### config.mk
export PLATFORM = sky130hd
export DESIGN_NAME = fb_port_arbiter_flat
export DESIGN_NICKNAME = d
export VERILOG_FILES = /design/src/rtl/fb_port_arbiter_if.sv /design/src/rtl/fb_port_arbiter.sv /design/src/flat_wrapper.sv
export SDC_FILE = /design/constraint.sdc
export NUM_CORES = 1
export LEC_CHECK = 0
export ABC_AREA = 1
export CAP_MARGIN = 20
export CORE_UTILIZATION = 45
export DETAILED_ROUTE_END_ITERATION = 7
export PLACE_DENSITY = 0.66
export SYNTH_ARGS = -nofsm -noshare
export SYNTH_HDL_FRONTEND = slang
export SYNTH_SLANG_ARGS = --single-unit
### constraint.sdc
create_clock -name clk -period 7.7 [get_ports clk]
set_input_delay 1.54 -clock clk [delete_from_list [all_inputs] [get_ports clk]]
set_output_delay 1.54 -clock clk [all_outputs]
set_load 0.01 [all_outputs]
### src/rtl/fb_port_arbiter_if.sv
// Bundle of scan-out, writer and frame-RAM port signals around fb_port_arbiter.
// The arbiter takes the slave view; the environment drives through the master view.
interface fb_port_arbiter_if #(
    parameter int DW  = 16,
    parameter int AW  = 17,
    parameter int QAW = 2
);
    logic          rd_en;
    logic [9:0]    active_x;
    logic [9:0]    active_y;
    logic          wr_valid;
    logic          wr_ready;
    logic [9:0]    wr_x;
    logic [9:0]    wr_y;
    logic [DW-1:0] wr_data;
    logic          wr_drop;
    logic [QAW:0]  q_level;
    logic [AW-1:0] mem_addr;
    logic          mem_we;
    logic [DW-1:0] mem_wdata;
    logic [DW-1:0] mem_rdata;
    logic [DW-1:0] pix_data;
    logic          pix_valid;

    modport slave (
        input  rd_en, active_x, active_y, wr_valid, wr_x, wr_y, wr_data, mem_rdata,
        output wr_ready, wr_drop, q_level, mem_addr, mem_we, mem_wdata, pix_data, pix_valid
    );

    modport master (
        output rd_en, active_x, active_y, wr_valid, wr_x, wr_y, wr_data, mem_rdata,
        input  wr_ready, wr_drop, q_level, mem_addr, mem_we, mem_wdata, pix_data, pix_valid
    );
endinterface

### src/rtl/fb_port_arbiter.sv
// Shares one single-port frame RAM between display scan-out (strict priority) and a
// small FIFO of pixel writes that drains whenever scan-out leaves the port idle.
module fb_port_arbiter #(
    parameter int RD_H = 480,
    parameter int RD_V = 272,
    parameter int DW   = 16,
    parameter int AW   = 17,
    parameter int QAW  = 2
) (
    input logic              clk,
    input logic              rst,
    fb_port_arbiter_if.slave bus
);

    localparam int              DEPTH    = 1 << QAW;
    localparam logic [10:0]     H_LIM    = 11'(RD_H);
    localparam logic [10:0]     V_LIM    = 11'(RD_V);
    localparam logic [AW-1:0]   H_STRIDE = AW'(RD_H);
    localparam logic [QAW-1:0]  PTR_ONE  = QAW'(1'b1);
    localparam logic [QAW:0]    CNT_ONE  = (QAW+1)'(1'b1);

    typedef enum logic [1:0] {
        OP_IDLE  = 2'd0,
        OP_READ  = 2'd1,
        OP_WRITE = 2'd2
    } port_op_e;

    logic [QAW-1:0] wr_ptr_r;
    logic [QAW-1:0] rd_ptr_r;
    logic [QAW:0]   count_r;
    logic [QAW:0]   count_nxt_s;
    logic [AW-1:0]  q_addr_r [DEPTH];
    logic [DW-1:0]  q_data_r [DEPTH];

    logic           wr_in_range_s;
    logic           rd_in_range_s;
    logic           wr_ready_s;
    logic           accept_s;
    logic           push_s;
    logic           drop_s;
    logic           pop_s;
    logic [AW-1:0]  wr_addr_s;
    logic [AW-1:0]  rd_addr_s;
    port_op_e       op_s;

    logic           wr_drop_r;
    logic [AW-1:0]  mem_addr_r;
    logic           mem_we_r;
    logic [DW-1:0]  mem_wdata_r;
    logic           rd_v1_r;
    logic           rd_oor1_r;
    logic           rd_v2_r;
    logic           rd_oor2_r;
    logic [DW-1:0]  pix_data_r;
    logic           pix_valid_r;

    assign wr_in_range_s = ({1'b0, bus.wr_x} < H_LIM) && ({1'b0, bus.wr_y} < V_LIM);
    assign rd_in_range_s = ({1'b0, bus.active_x} < H_LIM) && ({1'b0, bus.active_y} < V_LIM);
    assign wr_addr_s     = AW'(bus.wr_y) * H_STRIDE + AW'(bus.wr_x);
    assign rd_addr_s     = AW'(bus.active_y) * H_STRIDE + AW'(bus.active_x);

    // Count never exceeds DEPTH, so its MSB alone marks a full queue.
    assign wr_ready_s = ~count_r[QAW] & ~rst;
    assign accept_s   = bus.wr_valid & wr_ready_s;
    assign push_s     = accept_s & wr_in_range_s;
    assign drop_s     = accept_s & ~wr_in_range_s;

    // Port cycle decision: scan-out first, then a queued write, else idle.
    always_comb begin
        op_s  = OP_IDLE;
        pop_s = 1'b0;
        if (bus.rd_en) begin
            op_s = OP_READ;
        end else if (count_r != {(QAW+1){1'b0}}) begin
            op_s  = OP_WRITE;
            pop_s = 1'b1;
        end else begin
            op_s = OP_IDLE;
        end
    end

    // Occupancy after this edge; push and pop together cancel out.
    always_comb begin
        count_nxt_s = count_r;
        case ({push_s, pop_s})
            2'b10:   count_nxt_s = count_r + CNT_ONE;
            2'b01:   count_nxt_s = count_r - CNT_ONE;
            default: count_nxt_s = count_r;
        endcase
    end

    // Write queue storage, wrapping pointers and occupancy count.
    always_ff @(posedge clk or posedge rst) begin
        if (rst) begin
            wr_ptr_r <= {QAW{1'b0}};
            rd_ptr_r <= {QAW{1'b0}};
            count_r  <= {(QAW+1){1'b0}};
            for (int i = 0; i < DEPTH; i++) begin
                q_addr_r[i] <= {AW{1'b0}};
                q_data_r[i] <= {DW{1'b0}};
            end
        end else begin
            if (push_s) begin
                q_addr_r[wr_ptr_r] <= wr_addr_s;
                q_data_r[wr_ptr_r] <= bus.wr_data;
                wr_ptr_r           <= wr_ptr_r + PTR_ONE;
            end
            if (pop_s) begin
                rd_ptr_r <= rd_ptr_r + PTR_ONE;
            end
            count_r <= count_nxt_s;
        end
    end

    // Drop pulse for accepted writes whose coordinates fall off the display.
    always_ff @(posedge clk or posedge rst) begin
        if (rst) begin
            wr_drop_r <= 1'b0;
        end else begin
            wr_drop_r <= drop_s;
        end
    end

    // Memory port registers driven by the chosen cycle type.
    always_ff @(posedge clk or posedge rst) begin
        if (rst) begin
            mem_addr_r  <= {AW{1'b0}};
            mem_we_r    <= 1'b0;
            mem_wdata_r <= {DW{1'b0}};
        end else begin
            case (op_s)
                OP_READ: begin
                    mem_we_r <= 1'b0;
                    if (rd_in_range_s) begin
                        mem_addr_r <= rd_addr_s;
                    end
                end
                OP_WRITE: begin
                    mem_addr_r  <= q_addr_r[rd_ptr_r];
                    mem_wdata_r <= q_data_r[rd_ptr_r];
                    mem_we_r    <= 1'b1;
                end
                OP_IDLE: begin
                    mem_we_r <= 1'b0;
                end
                default: begin
                    mem_we_r <= 1'b0;
                end
            endcase
        end
    end

    // Scan-out pipeline: address stage, RAM stage, output stage; never stalls.
    always_ff @(posedge clk or posedge rst) begin
        if (rst) begin
            rd_v1_r     <= 1'b0;
            rd_oor1_r   <= 1'b0;
            rd_v2_r     <= 1'b0;
            rd_oor2_r   <= 1'b0;
            pix_data_r  <= {DW{1'b0}};
            pix_valid_r <= 1'b0;
        end else begin
            rd_v1_r     <= bus.rd_en;
            rd_oor1_r   <= bus.rd_en & ~rd_in_range_s;
            rd_v2_r     <= rd_v1_r;
            rd_oor2_r   <= rd_oor1_r;
            pix_valid_r <= rd_v2_r;
            pix_data_r  <= rd_oor2_r ? {DW{1'b0}} : bus.mem_rdata;
        end
    end

    assign bus.wr_ready  = wr_ready_s;
    assign bus.wr_drop   = wr_drop_r;
    assign bus.q_level   = count_r;
    assign bus.mem_addr  = mem_addr_r;
    assign bus.mem_we    = mem_we_r;
    assign bus.mem_wdata = mem_wdata_r;
    assign bus.pix_data  = pix_data_r;
    assign bus.pix_valid = pix_valid_r;

endmodule

### src/flat_wrapper.sv
// flat-port wrapper written by rule: the top's interface ports become plain ports
module fb_port_arbiter_flat 
#(
    parameter int RD_H = 480,
    parameter int RD_V = 272,
    parameter int DW   = 16,
    parameter int AW   = 17,
    parameter int QAW  = 2
)
  (clk, rst, bus_rd_en, bus_active_x, bus_active_y, bus_wr_valid, bus_wr_x, bus_wr_y, bus_wr_data, bus_mem_rdata, bus_wr_ready, bus_wr_drop, bus_q_level, bus_mem_addr, bus_mem_we, bus_mem_wdata, bus_pix_data, bus_pix_valid);
  fb_port_arbiter_if #(.DW(DW), .AW(AW), .QAW(QAW)) bus_i ();
  input logic clk;
  input logic rst;
  input wire logic [$bits(bus_i.rd_en)-1:0] bus_rd_en;
  input wire logic [$bits(bus_i.active_x)-1:0] bus_active_x;
  input wire logic [$bits(bus_i.active_y)-1:0] bus_active_y;
  input wire logic [$bits(bus_i.wr_valid)-1:0] bus_wr_valid;
  input wire logic [$bits(bus_i.wr_x)-1:0] bus_wr_x;
  input wire logic [$bits(bus_i.wr_y)-1:0] bus_wr_y;
  input wire logic [$bits(bus_i.wr_data)-1:0] bus_wr_data;
  input wire logic [$bits(bus_i.mem_rdata)-1:0] bus_mem_rdata;
  output wire logic [$bits(bus_i.wr_ready)-1:0] bus_wr_ready;
  output wire logic [$bits(bus_i.wr_drop)-1:0] bus_wr_drop;
  output wire logic [$bits(bus_i.q_level)-1:0] bus_q_level;
  output wire logic [$bits(bus_i.mem_addr)-1:0] bus_mem_addr;
  output wire logic [$bits(bus_i.mem_we)-1:0] bus_mem_we;
  output wire logic [$bits(bus_i.mem_wdata)-1:0] bus_mem_wdata;
  output wire logic [$bits(bus_i.pix_data)-1:0] bus_pix_data;
  output wire logic [$bits(bus_i.pix_valid)-1:0] bus_pix_valid;
  assign bus_i.rd_en = bus_rd_en;
  assign bus_i.active_x = bus_active_x;
  assign bus_i.active_y = bus_active_y;
  assign bus_i.wr_valid = bus_wr_valid;
  assign bus_i.wr_x = bus_wr_x;
  assign bus_i.wr_y = bus_wr_y;
  assign bus_i.wr_data = bus_wr_data;
  assign bus_i.mem_rdata = bus_mem_rdata;
  assign bus_wr_ready = bus_i.wr_ready;
  assign bus_wr_drop = bus_i.wr_drop;
  assign bus_q_level = bus_i.q_level;
  assign bus_mem_addr = bus_i.mem_addr;
  assign bus_mem_we = bus_i.mem_we;
  assign bus_mem_wdata = bus_i.mem_wdata;
  assign bus_pix_data = bus_i.pix_data;
  assign bus_pix_valid = bus_i.pix_valid;
  fb_port_arbiter #(.RD_H(RD_H), .RD_V(RD_V), .DW(DW), .AW(AW), .QAW(QAW)) u_core (.clk(clk), .rst(rst), .bus(bus_i));
endmodule
Word level (Yosys, flattened, before mapping). Index checks and enable logic that the tools add are counted.

Eq/ne operators: 5. Add/subtract/negate cells: 6. Muxes and demuxes: 21. Multiply operators: 2. Bitwise operators: 11. $lt $le $gt $ge: 7. Reductions and logical operators: 7.

Operator list (number): $bwmux 68 (1); $mux 17 (4); $bwmux 64 (1); $mux 16 (4); $lt 10x9->1 const B (4); $add 17x10->17 (2); $bmux 17 s2 (1); $demux 17 s2 (1); $pmux 17 s2 (1); $bmux 16 s2 (1); $demux 16 s2 (1); $mul 10x4->12 const B (2); $ge 3x3->1 const B (2); $not 2->3 (2); $pmux 3 s2 (1); $and 1x1->1 (5); $add 2x1->2 const B (2); $eq 2x1->1 const B (2); $eq 2x2->1 const B (2); $mux 2 (2); $not 1->1 (4); $reduce_bool 2->1 (2); $add 3x1->3 const B (1); $logic_and 1x1->1 (3); other kinds (6) (8).

Input port bits: 76. Output and inout port bits: 56. Register bits: 195. Logic and storage cells: 80.

Logic depth before layout (Yosys ltp). Gate-level depths: netlist (run 1).

Word-level depth: 6. Mapped depth: 18. Gate-level depth less buffers: 18.

Least setup slack after synthesis (run 1). No wires, ideal clock.

Path type: input -> register. From: input port bus_wr_y[0]. To: register u_core.q_addr_r[67] in the netlist's numbering. Buffers on the path: 0. Data required time: 7.582 ns. Setup slack: 3.173 ns. Arrival: 4.409 ns. Setup time: 0.118 ns. Stages on the path: 18. Cell sequence: fa_1 > inv_1 > fa_1 > inv_1 > fa_1 > xor2_1 > ha_1 > nand2_1 > inv_1 > nand4_1 > nand3_1 > nand3_4 > nor2_4 > nand2_2 > nor2_2 > nand3_2 > nand3_1 > nand2_1.

Longest elaborated chain between the ends: 3. Elaborated cells on any way between the ends: 6. Those cells by class: add/sub (1); mul (1); order compare (1); mux (1); bitwise (1); reduce/logical (1).

Ends and longest elaborated chain: from (decl) (line flat_wrapper.sv:19) `input wire logic [$bits(bus_i.wr_y)-1:0] bus_wr_y;`; $mul 10x4->12 or $lt 10x9->1 (tied branches) (line fb_port_arbiter.sv:59, fb_port_arbiter.sv:57); $add 17x10->17 or $logic_and 1x1->1 (tied branches) (line fb_port_arbiter.sv:59, fb_port_arbiter.sv:57); $bwmux 68 or $and 1x1->1 (tied branches) (line fb_port_arbiter.sv:104, fb_port_arbiter.sv:65); to (signal, indexed assignment) (line fb_port_arbiter.sv:99) `q_addr_r[i] <= {AW{1'b0}};`; to (signal, indexed assignment) (line fb_port_arbiter.sv:104) `q_addr_r[wr_ptr_r] <= wr_addr_s;`; to (decl) (line fb_port_arbiter.sv:32) `logic [AW-1:0] q_addr_r [DEPTH];`.

Parallel ways exist; a longest one is shown, timed or not. A chain may end at the register's enable or synchronous reset.

Worst setup path in the final report (run 1).
From: input port bus_wr_y[0]. To: register u_core.q_addr_r[65] in the netlist's numbering.

The elaborated chain is that of the path after synthesis.

==> results of run 1 <==
## worst min-delay path by stage
stage,startpoint,end,slack [ps],depth (start not counted)
2_1_floorplan,u_core.rd_v2_r,u_core.bus.pix_valid,330,0
3_3_place_gp,u_core.rd_v1_r,u_core.rd_v2_r,330,0
3_5_place_dp,u_core.rd_v1_r,u_core.rd_v2_r,340,0
4_1_cts,u_core.rd_v1_r,u_core.rd_v2_r,350,0
5_1_grt,u_core.rd_v2_r,u_core.bus.pix_valid,370,0
6_report,u_core.rd_v1_r,u_core.rd_v2_r,350,0
## synthesized netlist by cell type, types with 3 or more instances
cell type,count
o21ai_1,9
o21ai_0,134
nand2_2,11
clkbuf_1,22
buf_1,7
nand4_1,8
buf_4,5
nand2_1,385
a221oi_1,3
nand3_2,4
nor2_4,6
o221ai_1,7
xnor2_1,9
nor2_1,81
fa_1,37
a31oi_1,19
ha_1,47
inv_1,175
a21oi_1,77
nand3_1,40
inv_2,7
xor2_1,7
buf_2,19
nand2_4,3
dfrtp_1,195
## sequential cells by signal, summed over array words and instances (netlist names), 2 cells and up
name                  count
u_core.q_addr_r          68
u_core.q_data_r          64
u_core.bus.mem_addr      17
u_core.bus.mem_wdata     16
u_core.bus.pix_data      16
u_core.bus.q_level        3
u_core.rd_ptr_r           2
u_core.wr_ptr_r           2
## layer usage
| layer | part of all wire | vias to the layer above | wire length (um) | global-route usage |
|---|---|---|---|---|
| li1 | - | 4442 | - | - |
| met3 | 0.053 | 16 | 1380 | 0.0376 |
| met5 | 0 | - | 0 | 0 |
| met2 | 0.47 | 213 | 12200 | 0.367 |
| met1 | 0.47 | 4223 | 12200 | 0.300 |
| met4 | 0.010 | 0 | 260 | 0.0549 |
## metrics by stage
stage                     hold slack [ps]  instance area (um2)  setup slack [ps]
after floorplan                       331                11000               848
after global placement                333                12500              2520
after detailed placement              336                12500              2450
after CTS                             353                13100              2910
after global routing                  368                13100              2610
final                                 350                13100              2890
## cells by family (layout without fill, tap and decap cells)
group	after synthesis	count (layout)	synth area share
adders and majority gates	84	84	0.121
xor gates and xnor gates	18	18	0.0157
buffers and inverters	237	355	0.0860
and+or+nand+nor	547	547	0.208
DFF	195	195	0.443
AOI/OAI and AO/OA	258	258	0.126
## worst max-delay path: stages
cell and delay, ps:
clkdlybuf4s50_1 480, fa_1 590, inv_1 60, fa_1 470, inv_1 60, fa_1 390, xor2_1 180, ha_1 360
nand2_1 70, inv_1 60, nand4_1 70, nand3_1 160, nand3_4 100, nor2_4 100, nand2_2 80, xor2_2 240
o21ai_1 90
## power breakdown
part / internal, mW / switching (mW) / total, mW
clock: 0.444 / 0.415 / 0.860
combinational: 0.738 / 1.14 / 1.88
sequential: 1.38 / 0.177 / 1.56
## area by class of cell
cell class,instances,area (um2),share of cell area
Tap cell,319,399,0.0304
Sequential cell,195,4880,0.372
Timing Repair Buffer,141,1390,0.106
Multi-Input combinational cell,907,5180,0.395
Clock inverter,12,114,0.00869
Inverter,182,691,0.0527
Clock buffer,20,457,0.0348
==> flow_summary_export.csv, run 1 <==
group,metric,value,unit
setup_path,r2r.worst_path.cells,11,
pwr,power_density,328,nW/um2
cells_and_area,area_delta_synth_final,19.1,%
sta,setup_viol,0,
sta,rsz0062_at_grt,"false",
routing,drtIter0Drc,578,
cells_and_area,insertedDiodeCount,0,
global_routing,grt_pass1_vias,8730,
global_routing,grt_first_pass_wirelength,43200,um
sta,fmax,208,MHz
setup_path,critPathKind,"in -> reg",
synth,synth_flop_cell,"dfrtp_1",
sta,setup_tns,0,ps
synth,ys_seq_area_frac,0.443,
clock_network,cts_resized,0,
place,hpwl,17100,um
die,dieArea,25100,um2
clock_network,cts_sinks,195,
place,gp_congestion,0.852,
sta,worst_pin_slew,1110,ps
sta,min_period_over_period,0.625,
setup_path,rr_endpoint,"u_core.bus.q_level[2]",
setup_path,arrival,5100,ps
synth,syn-cell-area,11000,um2
sta,slew_headroom,0.257,
setup_path,crit_end,"u_core.q_addr_r[65]",
global_routing,grt.total_usage,0.221,
die,fp.dieW,158,um
routing,drc,0,
routing,vias,8894,
cells_and_area,instances_no_fill,1776,
die,boundaryPins,132,
synth,synth.ff_latch_count,195,
synth,synth_top_area_frac,0.443,
place,placed_cells,1744,
routing,ant_nets,0,
synth,syn-num-nets,1499,
synth,synth_cells,1339,
run_status,status,"finished, final reports clean",
synth,yosys-top-cells-area,"dfrtp_1 44%, nand2_1 13%, fa_1 6.7%",
global_routing,antenna_found_initial,0,
synth,synth_async_sr_flop_share,1.00,
synth,synth-edff-count,0,
cells_and_area,drive_gt1_frac,0.0577,
die,die_h,158,um
clock_network,cts_hold_buf,0,
sta,clock_skew,18.7,ps
pwr,ir_worst_vdd,0.154,mV
job,maxCapViolCount,0,
cells_and_area,final_nets,1604,
setup_path,regToRegSetupSlack,4540,ps
die,core,23800,um2
setup_path,cp-start-kind,"primary input",
clock_network,clk_latency,440,ps
setup_path,r2r-start,"u_core.bus.q_level[2]",
clock_network,clock_path_buffers,2,
synth,synth.distinct_cells,41,
setup_path,cp.required,7990,ps
synth,synthDominantAreaCellType,"dfrtp_1",
cells_and_area,mostFrequentLayoutCells,"385 x nand2_1, 194 x dfrtp_1, 174 x inv_1",
routing,drt_wl_total,26000,um
setup_path,end_kind,"flip-flop",
global_routing,grt-ovfl-total,0,
clock_network,cts_buffers,17,
routing,wl_per_cell,14.6,um
die,rows,56,
place,port_buffers,131,
synth,ys_warn_count,0,
clock_network,root_buffer,"clkbuf_16",
cells_and_area,fill_cells,2250,
synth,syn_avg_cell_area,8.22,um2
sta,timing.final.max_slew_violations,0,
setup_path,critPathMaxFanout,4,
global_routing,grt_max_degree,125,
sta,finalHoldViolCount,0,
clock_network,post_cts.repair.setup_buffers,0,
worst_hold_path,min_path_type,"reg -> reg",
clock_network,cts.clk_slew.worst_paths,70,ps
routing,vias_per_cell,5.01,
pwr,p_leak,6.55,nW
clock_network,htreeDepth,4,
clock_network,cts_tree,"done",
routing,firstDrtPassIters,5,
cells_and_area,utilization,0.552,
pwr,power,4.30,mW
sta,min_period,4810,ps
setup_path,cp-startpoint,"bus_wr_y[0]",
cells_and_area,layout_commonest_cell,"nand2_1",
die,start_util,0.463,
(Power assumes the default switching activity.)
==> inputs of run 2 (changes only) <==
- PLACE_DENSITY: 0.66 -> 0.68
- clock period: 7.7 -> 4 ns (I/O delays scaled with it)
==> flow_summary_export.csv, run 2 (same netlist as run 1, synthesis figures left out) <==
group,metric,value,unit
pwr,p_leak,6.92,nW
sta,worst_pin_slew,827,ps
sta,min_period_over_period,0.953,
sta,fmax,262,MHz
die,die_h,158,um
sta,finalHoldViolCount,0,
global_routing,grt_first_pass_wirelength,44200,um
routing,vias,9151,
place,port_buffers,131,
setup_path,end_kind,"flip-flop",
clock_network,cts_sinks,195,
routing,drt_wl_total,26300,um
pwr,power_density,633,nW/um2
routing,dr_wl_met3,1360,um
setup_path,r2r.worst_path.cells,10,
cells_and_area,insertedDiodeCount,0,
routing,met1_length,12100,um
place,gp_congestion,0.863,
clock_network,htreeDepth,4,
routing,top_layer_used,"met4",
routing,vias_per_cell,4.97,
global_routing,grt_max_degree,72,
cells_and_area,multi_input_area,5240,um2
sta,clock_skew,10.2,ps
place,hpwl,17800,um
routing,drc,0,
cells_and_area,mostFrequentLayoutCells,"384 x nand2_1, 194 x dfrtp_1, 174 x inv_1",
clock_network,cts.clk_slew.worst_paths,70,ps
cells_and_area,fill_cells,2117,
global_routing,grt-ovfl-total,0,
die,dieArea,25100,um2
pwr,power,8.67,mW
cells_and_area,register_area,4880,um2
die,start_util,0.463,
global_routing,antenna_found_initial,0,
sta,timing.final.max_slew_violations,0,
global_routing,grt_pass1_vias,9030,
cells_and_area,final_nets,1671,
die,rows,56,
clock_network,cts_tree,"done",
clock_network,clk_latency,430,ps
pwr,ir_worst_vdd,0.279,mV
sta,hold_slack,351,ps
cells_and_area,utilization,0.577,
routing,ant_nets,0,
clock_network,post_cts.repair.setup_buffers,0,
clock_network,root_buffer,"clkbuf_16",
setup_path,cp.required,4320,ps
sta,min_period,3810,ps
setup_path,cp-start-kind,"primary input",
run_status,status,"finished, final reports clean",
cells_and_area,drive_gt1_frac,0.103,
global_routing,grt.total_usage,0.225,
routing,wl_met2,12500,um
cells_and_area,top_register,"u_core.q_addr_r",
worst_hold_path,min_path_type,"reg -> reg",
cells_and_area,largest_reg_flops,68,
cells_and_area,layout_commonest_cell,"nand2_1",
routing,drtIter0Drc,599,
die,core,23800,um2
setup_path,critPathMaxFanout,4,
routing,wl_per_cell,14.3,um
die,fp.dieW,158,um
setup_path,critPathKind,"in -> reg",
die,boundaryPins,132,
routing,firstDrtPassIters,5,
clock_network,cts_buffers,17,
job,maxCapViolCount,0,
setup_path,regToRegSetupSlack,1700,ps
sta,slew_headroom,0.448,
sta,setup_viol,0,
clock_network,clock_path_buffers,2,
setup_path,arrival,4130,ps
cells_and_area,area_delta_synth_final,24.4,%
worst_hold_path,worstHoldPathCells,0,
[run 2: changes by cell type in the layout (fill, tap and decap cells not counted), moves of 2 or more]
cell	change
fa_1	-2
clkdlybuf4s50_1	-4
nand3_1	-2
bufinv_16	+2
xor2_4	+2
dlymetal6s2s_1	+4
buf_4	+67
xor2_2	-2
nand3_2	+2
fa_2	+2
[run 2: worst max-delay path, cell delays in order]
cell and delay (ps):
clkdlybuf4s50_1 430, fa_1 520, inv_1 60, fa_1 470, inv_1 60, fa_2 350
xor2_1 170, ha_1 310, nand2_1 60, inv_1 60, nand4_1 100, nand3_2 110
nand3_4 90, nor2_4 100, nand2_2 100, nor2_2 110, nand3_2 90, nand3_1 80
nand2_1 60
[run 2: area by class of cell]
type                    count  share of cell area
clock buffers              19              0.0323
clock inverters            11              0.0105
inverters                 182              0.0502
multi-input cells         907               0.383
flip-flops and latches    195               0.356
well taps                 319              0.0291
repair buffers            208               0.139
[run 2: power breakdown]
group	leakage (nW)	total (mW)	internal (mW)	switching, mW
combinational	4.28	3.94	1.67	2.27
sequential	2.36	3.00	2.66	0.339
clock	0.288	1.73	0.952	0.773
total	6.92	8.67	5.29	3.38
[run 2: layer usage]
layer  GRT usage  vias up
li1            -     4563
met1       0.298     4340
met2       0.381      227
met3      0.0332       21
met4      0.0673        0
met5           0        -
[run 2: worst paths after layout]
kind                                       start                endpoint
max                                  bus_wr_y[0]     u_core.q_addr_r[16]
min                               u_core.rd_v1_r          u_core.rd_v2_r
max reg2reg                u_core.bus.q_level[2]   u_core.bus.q_level[2]
min reg2reg                       u_core.rd_v1_r          u_core.rd_v2_r
max in group asynchronous                    rst  u_core.bus.mem_addr[2]
min in group asynchronous                    rst   u_core.bus.q_level[2]
[run 2: timing repair]
item / 4_1_cts / 5_1_grt
endpoints found under the setup margin: 0 / 28
hold buffers: 0 / 0
gates resized for setup: 0 / 15
[run 2: through the flow]
stage / instance area, um2 / setup TNS (ps) / setup WS, ps / std cells
2_1_floorplan: 11000 / 0 / 213 / 1339
3_3_place_gp: 13000 / -8820 / -363 / 1811
3_5_place_dp: 13000 / -10970 / -414 / 1811
4_1_cts: 13600 / 0 / 35.1 / 1841
5_1_grt: 13700 / -51.9 / -28.4 / 1841
6_report: 13700 / 0 / 190 / 1841
